[config.mk]
export PLATFORM = sky130hd
export DESIGN_NAME = sdram_port_arbiter
export DESIGN_NICKNAME = d
export VERILOG_FILES = /design/src/rtl/sdram_port_arbiter.sv
export SDC_FILE = /design/constraint.sdc
export NUM_CORES = 1
export LEC_CHECK = 0
export ABC_AREA = 1
export CAP_MARGIN = 25
export CORE_ASPECT_RATIO = 1.1
export CORE_MARGIN = 2
export CORE_UTILIZATION = 38
export CTS_BUF_LIST = sky130_fd_sc_hd__clkbuf_4 sky130_fd_sc_hd__clkbuf_8
export DETAILED_ROUTE_END_ITERATION = 6
export GPL_ROUTABILITY_DRIVEN = 0
export PLACE_DENSITY = 0.78
export SLEW_MARGIN = 0
export SYNTH_ARGS = -nofsm -noshare
export SYNTH_HDL_FRONTEND = slang
export SYNTH_SLANG_ARGS = --single-unit
[constraint.sdc]
create_clock -name clk -period 1.51 [get_ports clk]
set_input_delay 0.302 -clock clk [delete_from_list [all_inputs] [get_ports clk]]
set_output_delay 0.302 -clock clk [all_outputs]
set_load 0.01 [all_outputs]
[src/rtl/sdram_port_arbiter.sv]
// Two-port round-robin arbiter in front of a single-transaction SDRAM controller host port.
// One request is in flight at a time; a watchdog aborts transactions the controller never finishes.
module sdram_port_arbiter #(
  parameter int HADDR_WIDTH = 24,
  parameter int TIMEOUT     = 255
) (
  input  logic                   clk,
  input  logic                   rst_n,
  input  logic                   p0_req,
  input  logic                   p0_we,
  input  logic [HADDR_WIDTH-1:0] p0_addr,
  input  logic [15:0]            p0_wdata,
  output logic                   p0_ack,
  output logic [15:0]            p0_rdata,
  output logic                   p0_rvalid,
  input  logic                   p1_req,
  input  logic                   p1_we,
  input  logic [HADDR_WIDTH-1:0] p1_addr,
  input  logic [15:0]            p1_wdata,
  output logic                   p1_ack,
  output logic [15:0]            p1_rdata,
  output logic                   p1_rvalid,
  output logic [HADDR_WIDTH-1:0] wr_addr,
  output logic [15:0]            wr_data,
  output logic                   wr_enable,
  output logic [HADDR_WIDTH-1:0] rd_addr,
  output logic                   rd_enable,
  input  logic [15:0]            rd_data,
  input  logic                   rd_ready,
  input  logic                   busy,
  output logic                   timeout_err
);

  localparam logic [1:0] S_IDLE   = 2'd0;
  localparam logic [1:0] S_ISSUE  = 2'd1;
  localparam logic [1:0] S_ACTIVE = 2'd2;
  localparam logic [1:0] S_DONE   = 2'd3;
  localparam logic [7:0] TO_CNT   = 8'(TIMEOUT);

  logic [1:0]             state;
  logic                   last_grant;
  logic                   grant;
  logic                   win;
  logic                   l_we;
  logic                   aborted;
  logic [HADDR_WIDTH-1:0] l_addr;
  logic [15:0]            l_wdata;
  logic [7:0]             wdog;

  // A lone requester wins outright; a tie goes to the port not granted last.
  always_comb begin
    win = 1'b0;
    if (p0_req && p1_req) win = ~last_grant;
    else                  win = ~p0_req;
  end

  always_ff @(posedge clk) begin
    if (!rst_n) begin
      state       <= S_IDLE;
      last_grant  <= 1'b1;
      grant       <= 1'b0;
      l_we        <= 1'b0;
      aborted     <= 1'b0;
      l_addr      <= '0;
      l_wdata     <= '0;
      wdog        <= '0;
      timeout_err <= 1'b0;
      p0_rdata    <= '0;
      p1_rdata    <= '0;
    end else begin
      case (state)
        S_IDLE: begin
          if (p0_req || p1_req) begin
            grant      <= win;
            last_grant <= win;
            l_we       <= win ? p1_we    : p0_we;
            l_addr     <= win ? p1_addr  : p0_addr;
            l_wdata    <= win ? p1_wdata : p0_wdata;
            wdog       <= '0;
            aborted    <= 1'b0;
            state      <= S_ISSUE;
          end
        end
        S_ISSUE, S_ACTIVE: begin
          // Watchdog expiry wins over any completion seen in the same cycle.
          if (wdog == TO_CNT) begin
            state       <= S_DONE;
            aborted     <= 1'b1;
            timeout_err <= 1'b1;
          end else begin
            wdog <= wdog + 8'd1;
            if (state == S_ISSUE) begin
              if (busy) state <= S_ACTIVE;
            end else if (l_we) begin
              if (!busy) state <= S_DONE;
            end else if (rd_ready) begin
              state <= S_DONE;
              if (grant) p1_rdata <= rd_data;
              else       p0_rdata <= rd_data;
            end
          end
        end
        default: state <= S_IDLE;
      endcase
    end
  end

  assign wr_addr   = l_addr;
  assign rd_addr   = l_addr;
  assign wr_data   = l_wdata;
  assign wr_enable = (state == S_ISSUE) &&  l_we;
  assign rd_enable = (state == S_ISSUE) && !l_we;

  assign p0_ack    = (state == S_DONE) && !grant;
  assign p1_ack    = (state == S_DONE) &&  grant;
  assign p0_rvalid = p0_ack && !l_we && !aborted;
  assign p1_rvalid = p1_ack && !l_we && !aborted;

endmodule

# == Word-level counts from Yosys, hierarchy flattened ==
# Cells that the tools add are included.
# word_totals
regBits,87
output_inout_bits,103
word_cells,69
# classes
n_addsub,1
n_eq_ne,10
n_mux,18
n_bitwise,6
reduce_logical,23
# op_table
operator,count
$mux 24,1
$mux 16,1
$mux 8,2
$pmux 8 s2,1
$mux 2,7
$reduce_and 6->1,2
$ne 5x5->1 const B,2
$logic_and 1x1->1,9
$add 8x1->8 const B,1
$eq 8x8->1 const B,1
$ne 2x2->1 const B,3
$not 1->1,6
$reduce_and 3->1,2
$eq 2x2->1 const B,2
$mux 1,4
$ne 4x4->1 const B,1
$pmux 2 s2,1
$reduce_and 2->1,2
$reduce_and 4->1,1
$logic_not 1->1,3
$eq 2x1->1 const B,1
$logic_not 2->1,1
$pmux 1 s2,1
$reduce_bool 2->1,1
other kinds (2),2

# == Depth between registers and ports, before layout ==
# Gate-level depths: netlist of run 1.
# depth
word_depth,5
mapped_depth,10
ltp_nobuf,10

# == Least setup slack after synthesis of run 1 ==
# Ideal clock, no wire load.
# synth_path
path_type,reg2reg
start,reg state[0]
end,reg p1_rdata[10]
setup_time_ns,0.113
t_arrival_ns,1.465
required_time_ns,1.397
path_slack_ns,-0.068
stages_incl_launch_ff,10
path_buffers,2
synth_period_minus_slack_ns,1.578
path_cell_list,dfxtp_1 -> inv_1 -> ha_1 -> buf_6 -> nand3_1 -> inv_1 -> nand4_4 -> buf_4 -> nor2_1 -> nor2_1
# synth_between
elab_chain_cells,3
word_cells_on_any_way,5
# synth_lines
item,line,text
from (decl),40,logic [1:0] state;
from (signal assigned),59,state <= S_IDLE;
from (signal assigned),81,state <= S_ISSUE;
from (signal assigned),87,state <= S_DONE;
$eq 2x1->1 or $eq 2x2->1 (tied branches),"71, 92",
$reduce_or 2->1 or $not 1->1 (tied branches),n/a,
$reduce_and 6->1 (no source line) *,n/a,
to (signal assigned),98,if (grant) p1_rdata <= rd_data;
to (decl),21,"output logic [15:0] p1_rdata,"
# Every way passes the cells marked *; elsewhere a longest branch is shown, timed or not.
# A chain may end at the register's enable or synchronous reset.

# == Worst setup path in the final report of run 1 ==
# layout_path
start,reg state[0]
end,reg p1_rdata[15]
# The elaborated chain is that of the path after synthesis.

==> summary.md, run 1 <==
| Metric | Value |
|---|---|
| Hpwl dp | `roughly 9300 µm` |
| IO Count | `207` |
| Worst Tran Pin Value | `between 300 and 400 ps` |
| Hold buffer count at cts | `0` |
| Total Routing Usage GR | `0.2096` |
| Unique masters post-synth | `30` |
| Dpl cell area | `between 6000 and 7000 µm²` |
| Vias/cell | `about 4.8` |
| Slew margin rel. | `0.7726` |
| CTS Buffer Depth | `2` |
| Post-route ant nets | `0` |
| Final setup viols | `76` |
| Share of cells above drive strength 1 | `0.1828` |
| FF+latch area | `around 1800 µm²` |
| Final Non-Filler Cells | `around 970` |
| Slew Limit Fails | `0` |
| Design Area, Final | `7263 µm²` |
| Post-synth EDFFs | `0` |
| First drt pass iteration count | `5` |
| Util after Layout | `0.6597` |
| Die ar. | `~12000 µm²` |
| Tot Pwr | `11100 µW` |
| Top FF cell, synth | `dfxtp_1` |
| Synth warn | `0` |
| Placed cells | `931` |
| Arrival time at the worst endpoint | `roughly 1900 ps` |
| Post-route minimum period | `1607 ps` |
| RSZ-0062 raised after global routing | `true` |
| H-Tree Depth | `3` |
| Number of synthesized register bits | `a little under 90` |
| Leakage | `between 0.003 and 0.004 µW` |
| Crit end category | `flop` |
| DRC | `0` |
| Post-synthesis cell count | `slightly above 600` |
| Setup crit start kind | `flop` |
| Final WL | `14510 µm` |
| Clock tree from TritonCTS | `done` |
| Worst vdd ir | `approximately 0.00079 V` |
| Starting Density | `0.3941` |
| Max Cap Violations | `0` |
| Antenna diode count | `0` |
| Later-pin clock latency in the skew report | `360 ps` |
| Root buf cell | `clkbuf_8` |
| Vias in the first global route | `4251` |
| CP Max Fanout | `16` |
| Fin. Hold Viols | `0` |
| Clock Skew | `roughly 10 ps` |
| Aggregate global routing overflow | `0` |
| Total negative slack | `-3613 ps` |
| Register area share after synthesis | `0.4014` |
| Worst hold path type | `in -> reg` |
| Highest clock rate | `0.6221 GHz` |
| Layout area overhead | `67.39%` |
| Core Rows | `40` |
| Total power divided by cell area | `1528 nW/µm²` |
| Fill cell count | `~900` |
| Tcrit/Tclk final | `1.065` |
| CTS buffer count | `9` |
| Violated checks | `setup timing` |
| Async S/R FF share, synth | `0` |
| Run status | `finished with violations` |
| Mapped Avg Cell Area | `7.172 µm²` |
| 1st-iter DRT viols | `264` |
| Mapped Area | `around 4300 µm²` |
| Die W | `approximately 110 µm` |
| Area of the multi-input gates | `2072 µm²` |
| Port Buffers | `206` |
| Initial antenna violation count | `0` |
| Clock sink count | `87` |
| Via Count | `between 4000 and 5000` |
| Worst path required time | `1810 ps` |
| Category of the most critical setup path | `reg -> reg` |
| Global-route wire length before repair | `between 20000 and 25000 µm` |
| Largest net degree at the start of global routing | `42` |
| WL/cell | `roughly 15 µm` |
| CORE AREA | `about 11000 µm²` |
| Final Net Count | `roughly 930` |
| Die H | `around 120 µm` |
| Syn Nets | `715` |
| Clock edge transition at the registers on the reported setup and hold paths | `approximately 90 ps` |
| Final setup margin | `-97.44 ps` |
-- power by group --
group | switching [µW] | leakage (µW) | internal [µW]
Clock | 885 | 0.0000967 | 793
Combinational | 2960 | 0.00286 | 3040
Sequential | 452 | 0.000716 | 2970
-- repair_timing --
item | 4_1_cts | 5_1_grt
pin swaps | 11 | 16
endpoints found under the setup margin | 189 | 87
setup buffers | 6 | 5
gates resized for setup | 168 | 50
gates cloned | 1 | 15
-- synthesized netlist by cell type, types with 2 or more instances --
cell type  instances  share of area
buf_4             27          0.047
inv_2              2         0.0017
inv_1             98          0.085
o21ai_1           14          0.016
a21oi_1           24          0.028
o21ai_2            2         0.0040
nor2_1            50          0.043
o211ai_1          41          0.071
nand2_1          146           0.13
nand2_4            2         0.0052
nand2_2            2         0.0029
nand3_1           55          0.063
dfxtp_1           87           0.40
nor2_4             2         0.0052
buf_6             11          0.029
buf_2             13          0.015
nand3_4            2         0.0081
clkbuf_1           5         0.0043
o21ai_0            5         0.0058
ha_1               6          0.017
nand4_1            2         0.0029
-- registers in the layout (all words and copies together) (netlist names) --
| signal | cells |
|---|---|
| rd_addr | 24 |
| p0_rdata | 16 |
| p1_rdata | 16 |
| wr_data | 16 |
| wdog | 8 |
| state | 2 |
| aborted | 1 |
| grant | 1 |
| l_we | 1 |
| last_grant | 1 |
| timeout_err | 1 |
-- layer usage --
| metal | up-vias | GRT usage | wire [µm] |
|---|---|---|---|
| met5 | - | 0 | 0 |
| met4 | 0 | 0.07456 | 273 |
| met3 | 24 | 0.07030 | 1348 |
| met2 | 196 | 0.3682 | 7177 |
| met1 | 2112 | 0.2393 | 5711 |
| li1 | 2316 | - | - |
-- worst max-delay path, cell delays in order, from the launching register on --
cell and delay, ps:
dfxtp_4 380, buf_6 110, inv_4 30, ha_4 290, nand3_4 90, inv_2 80
nand4_4 140, clkbuf_16 220, nand2_1 60, nand2_1 40, nor2_1 100
-- per-stage QoR --
step	hold slack, ps	setup WS (ps)
5_1_grt	189.1	-182.5
4_1_cts	177.7	-93.14
2_1_floorplan	436.9	6.392
3_3_place_gp	431.3	-196.6
3_5_place_dp	438.8	-251.6
6_report	192.0	-97.44
-- cells by family (layout without fill, tap and decap cells) --
kind of cell / Yosys count / in the layout / share of synthesized area
flops: 87 / 87 / 0.4014
fa+ha+maj: 6 / 6 / 0.01730
buf+inv: 158 / 379 / 0.1834
compound gates: 89 / 89 / 0.1318
simple gates: 265 / 265 / 0.2661
-- area by class of cell --
type / instances / share of cell area
timing repair buffer: 260 / 0.3616
multi-input combinational: 360 / 0.2853
inverter: 101 / 0.05530
clock inverter: 6 / 0.009302
tap: 147 / 0.02532
sequential: 87 / 0.2413
timing repair inverter: 2 / 0.003790
clock buffer: 10 / 0.01809
-- cells in the final DEF, fill, tap and decap left out, types with 3 or more instances in the layout --
master           count
nand2_1            134
nand2_2              9
a21oi_1             20
clkbuf_8             9
dfxtp_1             82
nor2_2               6
dfxtp_2              3
buf_4               26
buf_12               7
buf_6               14
nand3_4              3
o21ai_2              3
nor2_4               4
ha_4                 4
inv_1               91
o211ai_1            41
o21ai_1             16
nor2_1              43
dlygate4sd2_1       97
inv_4                4
nand3_2             11
buf_2                4
nand3_1             43
nand2_4              6
o21ai_4              3
clkbuf_16            8
clkdlybuf4s50_1    102
a21oi_2              4
inv_2                4
-- final timing paths --
path               startpoint           end  slack [ps]  cells past startpoint
setup / recovery     state[0]  p1_rdata[15]        -100                     10
hold / removal          rst_n    last_grant         190                      2
setup reg to reg     state[0]  p1_rdata[15]        -100                     10
hold reg to reg   p0_rdata[4]   p0_rdata[4]         450                      2
(Power assumes the default switching activity.)
==> run 2: changes to the inputs <==
--- a/config.mk
+++ b/config.mk
@@ -5,14 +5,15 @@
 export SDC_FILE = /design/constraint.sdc
 export NUM_CORES = 1
 export LEC_CHECK = 0
-export ABC_AREA = 1
+export ABC_AREA = 0
 export CAP_MARGIN = 25
 export CORE_ASPECT_RATIO = 1.1
 export CORE_MARGIN = 2
-export CORE_UTILIZATION = 38
+export CORE_UTILIZATION = 37
 export CTS_BUF_LIST = sky130_fd_sc_hd__clkbuf_4 sky130_fd_sc_hd__clkbuf_8
 export DETAILED_ROUTE_END_ITERATION = 6
 export GPL_ROUTABILITY_DRIVEN = 0
+export GPL_TIMING_DRIVEN = 0
 export PLACE_DENSITY = 0.78
 export SLEW_MARGIN = 0
 export SYNTH_ARGS = -nofsm -noshare
==> run 2 against run 1 <==
Net effect: the flow still finishes with violations (setup timing); maximum frequency shrank 9.4%; synthesized cell count shrank 28%; worst setup slack lost 170 ps; worst hold slack gained 180 ps; global-route usage grew 0.48 points; synthesized area shrank 6.2%; core utilization shrank 1.1 points; clock skew grew 2.0 ps; die area shrank 3.5%; non-clock buffer count grew 24; largest cell class unchanged; combinational power shrank 15%; wire length shrank 11%.
==> summary.md, run 2 <==
| Metric | Value |
|---|---|
| Syn Nets | `544 (-24%)` |
| Post-synthesis cell count | `434 (-28%)` |
| Fin. Hold Viols | `0 (unchanged)` |
| Synth warn | `0 (unchanged)` |
| Total Routing Usage GR | `0.2144 (+0.004815)` |
| Port Buffers | `205 (-0.49%)` |
| Unique masters post-synth | `40 (+33%)` |
| CTS Buffer Depth | `2 (unchanged)` |
| Hpwl dp | `9610 µm (+3.0%)` |
| Die ar. | `11860 µm² (-3.5%)` |
| Category of the most critical setup path | `reg -> reg` |
| Via Count | `4010 (-14%)` |
| Share of cells above drive strength 1 | `0.2324 (+0.04954)` |
| Post-route minimum period | `1774 ps (+166.2 ps)` |
| CORE AREA | `10810 µm² (-1.8%)` |
| Post-synth EDFFs | `0 (unchanged)` |
| Worst Tran Pin Value | `529.8 ps (+190.1 ps)` |
| Die H | `114.0 µm (-1.8%)` |
| Layout area overhead | `72.13%` |
| Die W | `104.0 µm (-1.8%)` |
| Leading cell types by count after synthesis | `dfxtp_1 (87), mux2i_1 (78), nand2_1 (57)` |
| Number of synthesized register bits | `87 (unchanged)` |
| WL/cell | `15.66 µm (+5.0%)` |
| Clock tree from TritonCTS | `done` |
| Number of flip-flops in the largest register | `24 (unchanged)` |
| Crit end category | `flop` |
| H-Tree Depth | `3 (unchanged)` |
| Root buf cell | `clkbuf_8` |
| Mapped Avg Cell Area | `9.381 µm² (+31%)` |
| Final setup margin | `-263.6 ps (-166.2 ps)` |
| Util after Layout | `0.6483 (-0.01140)` |
| Vias in the first global route | `4175 (-1.8%)` |
| Area of the multi-input gates | `2196 µm² (+6.0%)` |
| Top cell type's share of synthesized area | `0.4278 (+0.02640)` |
| Global-route wire length before repair | `20290 µm (-2.1%)` |
| Crit-path slowest cell | `or4b_4` |
| Clock sink count | `87 (unchanged)` |
| Worst hold path type | `in -> reg` |
| Top FF cell, synth | `dfxtp_1` |
| First drt pass iteration count | `4 (-1)` |
| Area contributors post-synth | `dfxtp_1 (43%), mux2i_1 (19%), a211oi_1 (7.6%)` |
| Design Area, Final | `7008 µm² (-3.5%)` |
| Later-pin clock latency in the skew report | `360 ps (about the same)` |
| Most frequent cells in the layout | `clkdlybuf4s50_1 (101), dlygate4sd2_1 (97), mux2i_1 (77)` |
| Run status | `finished with violations` |
| Worst vdd ir | `0.0006443 V (-18%)` |
| Critical-path cell list | `buf_12 > ha_4 > nand2b_4 > or4b_4 > buf_12 > mux2i_1` |
| FF+latch area | `1783 µm² (+1.7%)` |
| IO Count | `207 (unchanged)` |
| Register area share after synthesis | `0.4278 (+0.02640)` |
| Slew Limit Fails | `0 (unchanged)` |
| Dpl cell area | `6379 µm² (-1.7%)` |
| Starting Density | `0.3766 (-0.01747)` |
| Max incr delay on CP | `580 ps (+200 ps)` |
| Arrival time at the worst endpoint | `2020 ps (+110 ps)` |
| Async S/R FF share, synth | `0 (unchanged)` |
| Setup crit start kind | `flop` |
| CP Max Fanout | `5 (-11)` |
| Commonest non-fill, non-tap cell in the layout | `clkdlybuf4s50_1` |
| Max Cap Violations | `0 (unchanged)` |
| CTS buffer count | `9 (unchanged)` |
| Yosys top cell by area | `dfxtp_1` |
| Core Rows | `40 (unchanged)` |
| RSZ-0062 raised after global routing | `true` |
| Final setup viols | `48 (-37%)` |
| Mapped Area | `4071 µm² (-6.2%)` |
| Most frequent CP cell | `buf_12` |
| Antenna diode count | `0 (unchanged)` |
| Tcrit/Tclk final | `1.175 (+0.1101)` |
| 1st-iter DRT viols | `91 (-66%)` |
| Violated checks | `setup timing` |
| Total power divided by cell area | `1435 nW/µm² (-6.1%)` |
| Fill cell count | `934 (+1.4%)` |
| Leakage | `0.003272 µW (-11%)` |
| Post-route ant nets | `0 (unchanged)` |
| Clock edge transition at the registers on the reported setup and hold paths | `80 ps (about the same)` |
| Tot Pwr | `10060 µW (-9.4%)` |
| Initial antenna violation count | `0 (unchanged)` |
| Slew margin rel. | `0.6468 (-0.1259)` |
| Highest clock rate | `0.5638 GHz (-9.4%)` |
| Final Net Count | `785 (-16%)` |
| Aggregate global routing overflow | `0 (unchanged)` |
| Worst path required time | `1760 ps (-50 ps)` |
| Final WL | `12950 µm (-11%)` |
| DRC | `0 (unchanged)` |
| Most frequent cell after synthesis | `dfxtp_1` |
| Largest net degree at the start of global routing | `15 (-64%)` |
| Clock Skew | `12.00 ps (+1.972 ps)` |
| Vias/cell | `4.849 (+1.5%)` |
run 2: cell type report:
class | instances | area share
timing repair buffer | 231 | 0.3148
multi-input combinational | 288 | 0.3133
sequential | 87 | 0.2544
buffer | 53 | 0.05785
tap | 147 | 0.02625
clock buffer | 11 | 0.02160
clock inverter | 5 | 0.008034
inverter | 5 | 0.003749
run 2: kinds of logic after synthesis:
group | after synthesis | synth area share
buffers and inverters | 59 | 0.08666
flip-flops | 87 | 0.4278
multiplexers | 78 | 0.1918
AND/OR/NAND/NOR | 143 | 0.1693
AO/OA/AOI/OAI | 61 | 0.1060
adder cells (fa/ha/maj) | 6 | 0.01844
run 2: worst max-delay path: cells and delay by family, from the launching register on:
family,cells,cell delay (ps)
buffers and inverters,2,310
and+or+nand+nor,2,720
adders and majority gates,1,150
DFF,1,370
muxes,1,110
run 2: where the power goes:
group / switching, µW / internal (µW)
sequential: 410 / 2870
clock: 823 / 852
combinational: 2360 / 2750
run 2: final timing paths:
check | start | end | slack (ps) | cells past startpoint
worst max-delay path | state[0] | p1_rdata[12] | -260 | 6
worst min-delay path | rst_n | p1_rdata[15] | 370 | 3
worst max register to register | state[0] | p1_rdata[12] | -260 | 6
worst min register to register | p1_rdata[6] | p1_rdata[6] | 460 | 2
run 2: timing repair:
action	CTS	global route
hold buffers	0	0
pin swaps	11	9
setup buffers	17	6
gates resized for setup	205	33
cloned	4	0
endpoints found under the setup margin	189	92
run 2: through the flow:
stage | TNS [ps] | setup slack, ps | std cells | hold WS (ps)
floorplan | -5419 | -241.0 | 434 | 454.5
global placement | -45630 | -739.1 | 786 | 445.1
detailed placement | -48190 | -782.2 | 786 | 449.0
CTS | -8233 | -295.4 | 823 | 339.7
global route | -11750 | -327.2 | 827 | 367.9
finish | -8919 | -263.6 | 827 | 372.1
run 2: layer usage:
layer,up-vias,share of wire,global-route usage
li1,1968,-,-
met1,1857,0.39,0.2286
met2,166,0.53,0.4154
met3,19,0.055,0.04457
met4,0,0.017,0.07928
met5,-,0,0
